[config.mk]
export PLATFORM = sky130hd
export DESIGN_NAME = shift_rotate_seq_flat
export DESIGN_NICKNAME = d
export VERILOG_FILES = /design/src/rtl/shift_rotate_seq_if.sv /design/src/rtl/shift_rotate_seq.sv /design/src/flat_wrapper.sv
export SDC_FILE = /design/constraint.sdc
export NUM_CORES = 1
export LEC_CHECK = 0
export CORE_MARGIN = 3
export CORE_UTILIZATION = 52
export CTS_BUF_LIST = sky130_fd_sc_hd__clkbuf_16
export CTS_CLUSTER_SIZE = 16
export DETAILED_ROUTE_END_ITERATION = 10
export PLACE_DENSITY = 0.85
export SYNTH_ARGS = -nofsm -noshare
export SYNTH_HDL_FRONTEND = slang
export SYNTH_SLANG_ARGS = --single-unit
[constraint.sdc]
create_clock -name clk -period 3.11 [get_ports clk]
set_input_delay 0.933 -clock clk [delete_from_list [all_inputs] [get_ports clk]]
set_output_delay 0.933 -clock clk [all_outputs]
set_load 0.005 [all_outputs]
[src/rtl/shift_rotate_seq_if.sv]
// Valid/ready bundle for the shift/rotate stage: operand request in, result and carry out.
// The stage side uses the slave modport; the requester/consumer side uses master.
interface shift_rotate_seq_if #(
    parameter int WIDTH = 20,
    parameter int AMT_W = 5
);
    logic             in_valid;
    logic             in_ready;
    logic [WIDTH-1:0] in_data;
    logic [AMT_W-1:0] in_amt;
    logic [1:0]       in_op;
    logic             out_valid;
    logic             out_ready;
    logic [WIDTH-1:0] out_data;
    logic             out_carry;

    modport slave (
        input  in_valid, in_data, in_amt, in_op, out_ready,
        output in_ready, out_valid, out_data, out_carry
    );

    modport master (
        output in_valid, in_data, in_amt, in_op, out_ready,
        input  in_ready, out_valid, out_data, out_carry
    );
endinterface

[src/rtl/shift_rotate_seq.sv]
// Multi-cycle shift/rotate stage: one single-bit rotate/shift step per clock.
// Result and last shifted-out bit are returned over a valid/ready handshake.
//
// state  | meaning
// IDLE   | waiting for an operand, in_ready high
// RUN    | stepping one bit per cycle until count reaches 0
// DONE   | result presented, waiting for out_ready
module shift_rotate_seq #(
    parameter int WIDTH = 20,
    parameter int AMT_W = 5
) (
    input  logic                clk,
    input  logic                rst,
    shift_rotate_seq_if.slave   bus,
    output logic                busy
);
    typedef enum logic [1:0] {
        S_IDLE = 2'b00,
        S_RUN  = 2'b01,
        S_DONE = 2'b10
    } state_t;

    localparam logic [AMT_W-1:0] W_AMT = AMT_W'(WIDTH);

    localparam logic [1:0] OP_ROL = 2'b00;
    localparam logic [1:0] OP_ROR = 2'b01;
    localparam logic [1:0] OP_SHL = 2'b10;
    localparam logic [1:0] OP_SHR = 2'b11;

    state_t           state_q, state_d;
    logic [WIDTH-1:0] data_q, data_d;
    logic [1:0]       op_q, op_d;
    logic [AMT_W-1:0] cnt_q, cnt_d;
    logic             carry_q, carry_d;
    logic [AMT_W-1:0] eff;

    // Amount never exceeds 2*WIDTH-1, so one conditional subtract gives the modulo.
    always_comb begin
        eff = bus.in_amt;
        if (!bus.in_op[1]) begin
            if (bus.in_amt >= W_AMT) eff = bus.in_amt - W_AMT;
        end else begin
            if (bus.in_amt > W_AMT) eff = W_AMT;
        end
    end

    always_comb begin
        state_d = state_q;
        data_d  = data_q;
        op_d    = op_q;
        cnt_d   = cnt_q;
        carry_d = carry_q;
        case (state_q)
            S_IDLE: begin
                if (bus.in_valid) begin
                    data_d  = bus.in_data;
                    op_d    = bus.in_op;
                    cnt_d   = eff;
                    carry_d = 1'b0;
                    state_d = S_RUN;
                end
            end
            S_RUN: begin
                if (cnt_q == '0) begin
                    state_d = S_DONE;
                end else begin
                    cnt_d = cnt_q - AMT_W'(1);
                    case (op_q)
                        OP_ROL: begin
                            data_d  = {data_q[WIDTH-2:0], data_q[WIDTH-1]};
                            carry_d = data_q[WIDTH-1];
                        end
                        OP_ROR: begin
                            data_d  = {data_q[0], data_q[WIDTH-1:1]};
                            carry_d = data_q[0];
                        end
                        OP_SHL: begin
                            data_d  = {data_q[WIDTH-2:0], 1'b0};
                            carry_d = data_q[WIDTH-1];
                        end
                        OP_SHR: begin
                            data_d  = {1'b0, data_q[WIDTH-1:1]};
                            carry_d = data_q[0];
                        end
                        default: ;
                    endcase
                end
            end
            S_DONE: begin
                if (bus.out_ready) state_d = S_IDLE;
            end
            default: state_d = S_IDLE;
        endcase
    end

    always_ff @(posedge clk) begin
        if (rst) begin
            state_q <= S_IDLE;
            data_q  <= '0;
            op_q    <= '0;
            cnt_q   <= '0;
            carry_q <= 1'b0;
        end else begin
            state_q <= state_d;
            data_q  <= data_d;
            op_q    <= op_d;
            cnt_q   <= cnt_d;
            carry_q <= carry_d;
        end
    end

    assign bus.in_ready  = (state_q == S_IDLE);
    assign bus.out_valid = (state_q == S_DONE);
    assign bus.out_data  = data_q;
    assign bus.out_carry = carry_q;
    assign busy          = (state_q == S_RUN) || (state_q == S_DONE);
endmodule
[src/flat_wrapper.sv]
// flat-port wrapper written by rule: the top's interface ports become plain ports
module shift_rotate_seq_flat 
#(
    parameter int WIDTH = 20,
    parameter int AMT_W = 5
)
  (clk, rst, busy, bus_in_valid, bus_in_data, bus_in_amt, bus_in_op, bus_out_ready, bus_in_ready, bus_out_valid, bus_out_data, bus_out_carry);
  shift_rotate_seq_if #(.WIDTH(WIDTH), .AMT_W(AMT_W)) bus_i ();
  input  logic clk;
  input  logic rst;
  output logic busy;
  input wire logic [$bits(bus_i.in_valid)-1:0] bus_in_valid;
  input wire logic [$bits(bus_i.in_data)-1:0] bus_in_data;
  input wire logic [$bits(bus_i.in_amt)-1:0] bus_in_amt;
  input wire logic [$bits(bus_i.in_op)-1:0] bus_in_op;
  input wire logic [$bits(bus_i.out_ready)-1:0] bus_out_ready;
  output wire logic [$bits(bus_i.in_ready)-1:0] bus_in_ready;
  output wire logic [$bits(bus_i.out_valid)-1:0] bus_out_valid;
  output wire logic [$bits(bus_i.out_data)-1:0] bus_out_data;
  output wire logic [$bits(bus_i.out_carry)-1:0] bus_out_carry;
  assign bus_i.in_valid = bus_in_valid;
  assign bus_i.in_data = bus_in_data;
  assign bus_i.in_amt = bus_in_amt;
  assign bus_i.in_op = bus_in_op;
  assign bus_i.out_ready = bus_out_ready;
  assign bus_in_ready = bus_i.in_ready;
  assign bus_out_valid = bus_i.out_valid;
  assign bus_out_data = bus_i.out_data;
  assign bus_out_carry = bus_i.out_carry;
  shift_rotate_seq #(.WIDTH(WIDTH), .AMT_W(AMT_W)) u_core (.clk(clk), .rst(rst), .bus(bus_i), .busy(busy));
endmodule
Word level (Yosys, flattened, before mapping)

Index checks and enable logic that the tools add are counted.
W data, S select, Z words.

$mul: 0
Reductions and logical operators: 10
Equal/unequal tests: 9
Shift-type cells: 0
$lt $le $gt $ge: 2
Div/mod/pow operators: 0
Mux-type cells: 18
Bitwise operators: 0
Add/sub/neg operators: 2

Operators with widths:

| cell                  | count |
|---|---|
| $pmux W20 S4          | 1 |
| $mux W20              | 2 |
| $pmux W20 S2          | 1 |
| $mux W5               | 5 |
| $pmux W5 S2           | 1 |
| $eq A2 B2 Y1 const B  | 3 |
| $mux W2               | 3 |
| $ne A2 B2 Y1 const B  | 3 |
| $pmux W2 S3           | 1 |
| $reduce_and A3 Y1     | 2 |
| $ge A5 B5 Y1 const B  | 1 |
| $gt A5 B5 Y1 const B  | 1 |
| $logic_not A5 Y1      | 1 |
| $sub A5 B1 Y5 const B | 1 |
| $sub A5 B5 Y5 const B | 1 |
| $eq A2 B1 Y1 const B  | 2 |
| $logic_not A2 Y1      | 2 |
| $pmux W1 S2           | 2 |
| $reduce_or A2 Y1      | 2 |
| $mux W1               | 2 |
| $ne A2 B1 Y1 const B  | 1 |
| $reduce_and A2 Y1     | 1 |
| $reduce_bool A2 Y1    | 1 |
| $logic_or A1 B1 Y1    | 1 |

Memories: 0
Bits in read-only memories: 0
Bits in registers: 30
Logic and storage cells: 46
Bits in latches: 0
Memory bits (writable): 0
Input port bits: 31
Output and inout bits: 24

Logic depth before layout (Yosys ltp)

Gate-level depths: netlist (run 1).

Word-level depth: 5
Gate-level depth with buffers: 8
Gate-level depth less buffers: 7

Worst setup path after synthesis (run 1)

Ideal clock, no wire load.

Path kind: input port to flip-flop
Start point: input bus_in_amt[3]
End point: register u_core.cnt_q[2]
Data required time: 2.990 ns
Path buffers: 0
Setup slack: 0.917 ns
Arrival time: 2.073 ns
Library setup time: 0.120 ns
Stages on the path: 7
Path through: inv_1 ha_1 or3b_4 mux2i_1 a21oi_1 a31oi_1 o31a_1

Longest elaborated chain between the ends: 5
Elaborated cells on any way between the ends: 7
Classes of those cells: order compare: 2; mux: 5

RTL lines:

| element                                      | line                                           | text |
|---|---|---|
| start: declaration                           | flat_wrapper.sv:14                             | `input wire logic [$bits(bus_i.in_amt)-1:0] bus_in_amt;` |
| $ge A5 B5 Y1 or $gt A5 B5 Y1 (tied branches) | shift_rotate_seq.sv:41, shift_rotate_seq.sv:43 |  |
| $mux W5 (on tied branches)                   | shift_rotate_seq.sv:41, shift_rotate_seq.sv:43 |  |
| $mux W5 *                                    | shift_rotate_seq.sv:40                         | `if (!bus.in_op[1]) begin` |
| $mux W5 *                                    | shift_rotate_seq.sv:55                         | `if (bus.in_valid) begin` |
| $pmux W5 S2 *                                | shift_rotate_seq.sv:53                         | `case (state_q)` |
| end signal: assignment                       | shift_rotate_seq.sv:107                        | `cnt_q <= cnt_d;` |
| end: declaration                             | shift_rotate_seq.sv:33                         | `logic [AMT_W-1:0] cnt_q, cnt_d;` |

Mark *: on every way between the ends. The rest lies on a longest branch, timed or not. The select of a mux whose other input is x is not followed.
A chain may end at the register's enable or synchronous reset.

Worst setup path after layout (run 1)

Same ends and word-level chain as after synthesis.

==> metrics.md, run 1 <==
| Metric | Value |
|---|---|
| Synth Area in Compound Gates | `around 27%` |
| WP data required | `~3300 ps` |
| R2R Path Start | `u_core.state_q[1]$_SDFFE_PP0P_` |
| Routability congestion estimate | `about 0.77` |
| RSZ-0062 raised after global routing | `false` |
| FMAX | `about 400 MHz` |
| WP data arrival | `approximately 2700 ps` |
| Flops & latches, synth | `30` |
| Syn Area/Cell | `between 8 and 9 µm²` |
| Max Slew Vio Count | `0` |
| Area leader, netlist | `dfxtp_1` |
| Chip width | `67.72 µm` |
| Worst Path Max Fanout | `4` |
| IO Pins | `55` |
| Antenna-violating nets left | `0` |
| Final Cell Area | `around 0.0027 mm²` |
| FF-to-FF setup slack | `950 ps` |
| Chip height | `67.72 µm` |
| CTS Root Cell | `clkbuf_16` |
| Vias/cell | `around 5.6` |
| Largest family of logic cells by synthesized area | `compound AO/OA/AOI/OAI gates` |
| Synth area leaders | `dfxtp_1, mux2i_1, a21oi_2` |
| Top FF cell, synth | `dfxtp_1` |
| Hold Crit Depth | `2` |
| Port Buffer Count | `54` |
| Multiplexer share of the synthesized area | `~11%` |
| VDD IR-drop max | `0.5108 mV` |
| Post_cts resized | `0` |
| Antenna fix cells | `0` |
| Routed len/inst | `15.15 µm` |
| Startpoint Class | `primary input` |
| Top-count cell post-synth | `nand2_1` |
| Async SR Flop Fraction | `0%` |
| Tot GR Track Use | `22.55%` |
| Yosys cell types | `40` |
| Kind of critical path | `in -> reg` |
| Hold path start | `u_core.bus.out_carry$_SDFFE_PP0P_` |
| Row Count | `21` |
| Post-synth top area share | `between 30% and 40%` |
| Post-synth top cells | `nand2_1, dfxtp_1, mux2i_1, o211ai_1, a21oi_2` |
| Clk_lat worst skew | `280 ps` |
| Min Tclk post-route | `2502 ps` |
| Hold endpoint | `u_core.bus.out_carry$_SDFFE_PP0P_` |
| Final Hold Fails | `0` |
| Synth Area in Adders | `5.054%` |
| CTS clk-pin slew, worst paths | `50 ps` |
| Nets | `approximately 310` |
| CTS tree | `yes` |
| TNS Setup | `0 ps` |
| Dpl hpwl | `3458 µm` |
| Drt total wl | `4832 µm` |
| Area Overhead vs Synth | `33.92%` |
| R2R Path End | `u_core.bus.out_carry$_SDFFE_PP0P_` |
| Number of synthesized flops with an enable pin | `0` |
| Synth Net Count | `~260` |
| Bufs on Longest Clock Path | `2` |
| DRC viols | `0` |
| Layout cells sized above 1 | `20.88%` |
| Synth warn | `0` |
| Worst Reg-to-Reg Cells | `7` |
| Setup bufs post-CTS | `0` |
| Initial Util | `approximately 57%` |
| Maximum capacitance violations | `0` |
| Clock Skews | `4.545 ps` |
| Endpoint type of the worst setup path | `register` |
| Layout Utilization | `roughly three quarters` |
| Slowest CP cell | `clkdlybuf4s50_1` |
| Worst slew pin tran | `444.7 ps` |
| HP Class | `reg -> reg` |
| Clock sink count | `30` |
| Vias in the first global route | `between 1,500 and 2,000` |
| Die ar. | `0.004585 mm²` |
| Outcome | `finished, final reports clean` |
| Crit-path max cell delay | `430 ps` |
| Mapped Cells | `roughly 220` |
| Worst rel slew slack | `70.35%` |
| XOR/XNOR Fraction of Synth Area | `0%` |
| Worst path cell trace | `clkdlybuf4s50_1 > inv_1 > ha_1 > or3b_4 > mux2i_1 > a21oi_1 > a31oi_1 > o31a_1` |
| TritonRoute pass-1 iters | `5` |
| CTS buffer count | `5` |
| Post-Syn Area | `0.001981 mm²` |
| WHS | `476.7 ps` |
| Global-route wire length before repair | `7928 µm` |
| Pleak | `approximately 0.00094 µW` |
| Cts-stage hold buffer count | `0` |
| Post-synthesis simple-gate area fraction | `18.07%` |
| Antenna violations before repair | `0` |
| Placed inst area | `0.002524 mm²` |
| Post-route clock period utilization | `80.44%` |
| Core area | `approximately 0.0035 mm²` |
| CTS H-tree lvls | `2` |
| Seq/Total Area, Yosys | `30.32%` |
| Endpoints failing setup | `0` |
| Power per cell area | `933.2 mW/mm²` |
| Initial DRC count | `102` |
| Grt ovf | `0` |
| Largest net degree at the start of global routing | `37` |
| Routed via count | `1,789` |
[cell usage in the layout, fill, tap and decap left out, types with 2 or more instances in the layout]
master	count
clkdlybuf4s50_1	54
nand2_1	32
dfxtp_1	30
mux2i_1	22
o211ai_1	22
a21oi_2	20
nand2_2	18
inv_1	11
a21oi_1	7
ha_1	7
clkbuf_16	5
buf_4	5
o21ai_0	4
nand3_1	4
nor2_1	4
a31oi_1	2
a221oi_1	2
o31a_1	2
[worst max path at each step]
stage,end,from,cells past startpoint,slack [ps]
after floorplan,u_core.cnt_q[2]$_SDFFE_PP0P_,bus_in_amt[3],7,920
after global placement,u_core.cnt_q[3]$_SDFFE_PP0P_,bus_in_amt[3],8,410
after detailed placement,u_core.cnt_q[2]$_SDFFE_PP0P_,bus_in_amt[3],8,320
after CTS,u_core.cnt_q[2]$_SDFFE_PP0P_,bus_in_amt[3],8,600
after global routing,u_core.cnt_q[2]$_SDFFE_PP0P_,bus_in_amt[3],8,510
final,u_core.cnt_q[2]$_SDFFE_PP0P_,bus_in_amt[3],8,610
[sequential cells by signal (all words and copies together) (netlist names)]
name and cells:
u_core.op_q 2, u_core.bus.out_data 20, u_core.state_q 2, u_core.bus.out_carry 1, u_core.cnt_q 5
[routing by layer]
layer	up-vias	wire, µm	share of wire (%)	GRT usage, %
li1	900	-	-	-
met4	0	72	1.5	7.848
met3	7	270	5.6	4.825
met2	56	2358	49	37.79
met1	826	2131	44	28.33
met5	-	0	0	0
[worst max-delay path, delay by kind of cell]
| family | cells | cell delay, ps |
|---|---|---|
| simple gates | 1 | 400 |
| compound gates | 3 | 470 |
| buf+inv | 2 | 570 |
| fa+ha+maj | 1 | 160 |
| mux | 1 | 130 |
[cell type report]
cell class,instances,area [µm²]
clock buffers,5,125.1
clock inverters,1,3.754
fillers,258,842.1
inverters,12,45.04
multi-input cells,165,1222
flip-flops and latches,30,600.6
well taps,46,57.56
repair buffers,60,598.1
[report_power, final]
| group | internal (µW) | switching (µW) | total, µW |
|---|---|---|---|
| combinational | 662 | 670 | 1330 |
| clock | 283 | 157 | 440 |
| sequential | 531 | 172 | 703 |
[logic make-up (layout without fill, tap and decap cells)]
kind of cell	after synthesis	after routing
AO/OA/AOI/OAI	68	68
adder cells (fa/ha/maj)	8	8
buffers and inverters	29	78
flip-flops	30	30
AND/OR/NAND/NOR	67	67
multiplexers	22	22
[metrics by stage]
stage | setup WS (ps) | instances | total power, µW
floorplan | 917.1 | 224 | 1617
global placement | 407.8 | 313 | 2003
detailed placement | 317.9 | 313 | 2035
CTS | 602.0 | 319 | 2487
global route | 509.4 | 319 | 2664
finish | 608.3 | 319 | 2475
Power figures use the tool's default switching activity.
==> run 2, diff against run 1 <==
- CORE_UTILIZATION: 52 -> 43
- PLACE_DENSITY: 0.85 -> 0.75
- clock period: 3.11 -> 2 ns (I/O delays scaled with it)
==> metrics.md, run 2 (same netlist as run 1, synthesis figures left out) <==
| Metric | Value |
|---|---|
| Startpoint Class | `register` |
| Chip height | `73.87 µm` |
| Dpl hpwl | `3355 µm` |
| Final Hold Fails | `0` |
| Post-route clock period utilization | `96.88%` |
| Pre-CTS setup slack | `-378.6 ps` |
| Tot GR Track Use | `18.98%` |
| VDD IR-drop max | `0.6235 mV` |
| Power per cell area | `1429 mW/mm²` |
| Antenna-violating nets left | `0` |
| Setup ws final | `between 60 and 70 ps` |
| Routed via count | `1,801` |
| Grt ovf | `0` |
| CTS clk-pin slew, worst paths | `50 ps` |
| Routability congestion estimate | `0.7917` |
| Worst slew pin tran | `between 400 and 500 ps` |
| Grt met2 use | `28.35%` |
| RSZ-0062 raised after global routing | `false` |
| Non-filler instance count after layout | `331` |
| Maximum capacitance violations | `0` |
| Bufs on Longest Clock Path | `2` |
| Chip width | `73.87 µm` |
| Vias in the first global route | `1,633` |
| Pwr Total | `3989 µW` |
| TritonRoute pass-1 iters | `4` |
| GR Util met1 | `~26%` |
| Number of fill cells | `approximately 380` |
| Clk_lat worst skew | `270 ps` |
| Kind of critical path | `reg -> out` |
| Layout Utilization | `between 60% and 70%` |
| FMAX | `slightly above 500 MHz` |
| Global-route wire length before repair | `8024 µm` |
| FF-to-FF setup slack | `280 ps` |
| Area Overhead vs Synth | `40.94%` |
| Worst rel slew slack | `around 70%` |
| Dpl cells | `324` |
| DRC viols | `0` |
| IO Pins | `55` |
| Max FFs per register | `20` |
| Hold endpoint | `u_core.op_q[0]$_SDFFE_PP0P_` |
| Drt total wl | `4884 µm` |
| Endpoints failing setup | `0` |
| Hold path start | `u_core.op_q[0]$_SDFFE_PP0P_` |
| Vias/cell | `5.441` |
| CTS Root Cell | `clkbuf_16` |
| Min Tclk post-route | `slightly below 2000 ps` |
| CTS buffer count | `5` |
| Routed len/inst | `14.76 µm` |
| GR Util met3 | `a little over 5%` |
| R2R Path End | `u_core.bus.out_data[10]$_SDFFE_PP0P_` |
| HP Class | `reg -> reg` |
| Cts-stage hold buffer count | `0` |
| Outcome | `finished, final reports clean` |
| Setup bufs post-CTS | `0` |
| R2R Path Start | `u_core.state_q[1]$_SDFFE_PP0P_` |
| WP data arrival | `1340 ps` |
| CTS tree | `yes` |
| TNS Setup | `0 ps` |
| Most frequent cells in the layout | `clkdlybuf4s50_1, nand2_1, dfxtp_1` |
| Largest net degree at the start of global routing | `56` |
| Worst Reg-to-Reg Cells | `7` |
| Worst Path Max Fanout | `4` |
| Commonest non-fill, non-tap cell in the layout | `clkdlybuf4s50_1` |
| Clock Skews | `2.787 ps` |
| Max Slew Vio Count | `0` |
| Pleak | `0.0009942 µW` |
| Initial DRC count | `104` |
| Antenna violations before repair | `0` |
| Layout cells sized above 1 | `25.45%` |
| Row Count | `24` |
| Most crowded layer after global routing | `met2` |
| Endpoint type of the worst setup path | `primary output` |
| Nets | `318` |
| WP data required | `~1400 ps` |
| Port Buffer Count | `54` |
| Hold Crit Depth | `2` |
| Core area | `0.004414 mm²` |
| Clock sink count | `30` |
| Die ar. | `0.005457 mm²` |
| CTS H-tree lvls | `2` |
| Antenna fix cells | `0` |
| Initial Util | `44.87%` |
-- run 2: layout make-up --
class / count / area, µm² / area share, %
multi-input combinational: 165 / 1266 / 45.36
timing repair buffer: 65 / 671.9 / 24.07
sequential: 30 / 603.1 / 21.60
clock buffer: 5 / 125.1 / 4.482
tap: 52 / 65.06 / 2.331
inverter: 12 / 50.05 / 1.793
clock inverter: 2 / 10.01 / 0.3586
-- run 2: where the power goes --
part           internal, µW  total, µW  switching, µW
logic                  1110       2190           1070
registers               829       1110            278
clock network           447        697            250
total                  2390       3990           1600
-- run 2: metrics by stage --
step	instance area, µm²	hold slack [ps]
2_1_floorplan	1981	449.6
3_3_place_gp	2606	446.0
3_5_place_dp	2606	446.8
4_1_cts	2784	453.6
5_1_grt	2791	485.7
6_report	2791	452.6
-- run 2: worst max-delay path by stage --
stage / to / start / depth (start not counted)
after floorplan: u_core.cnt_q[2]$_SDFFE_PP0P_ / bus_in_amt[3] / 7
after global placement: u_core.cnt_q[3]$_SDFFE_PP0P_ / bus_in_amt[3] / 8
after detailed placement: u_core.cnt_q[3]$_SDFFE_PP0P_ / bus_in_amt[3] / 8
after CTS: bus_in_ready / u_core.state_q[0]$_SDFFE_PP0P_ / 3
after global routing: bus_out_valid / u_core.state_q[0]$_SDFFE_PP0P_ / 3
final: bus_out_valid / u_core.state_q[0]$_SDFFE_PP0P_ / 3
-- run 2: layer usage --
layer | vias to the layer above | wire (µm) | part of all wire (%)
met5 | - | 0 | 0
met4 | 0 | 77 | 1.6
met3 | 7 | 239 | 4.9
met2 | 39 | 2282 | 47
met1 | 850 | 2285 | 47
li1 | 905 | - | -
-- run 2: timing repair --
| action | 4_1_cts | 5_1_grt |
|---|---|---|
| pin swaps | 5 | 0 |
| resized for setup | 13 | 3 |
| endpoints found under the setup margin | 5 | 2 |
-- run 2: critical path, stage by stage, from the launching register on --
cell and delay, ps:
dfxtp_2 340, inv_4 80, ha_4 140, clkdlybuf4s50_1 490
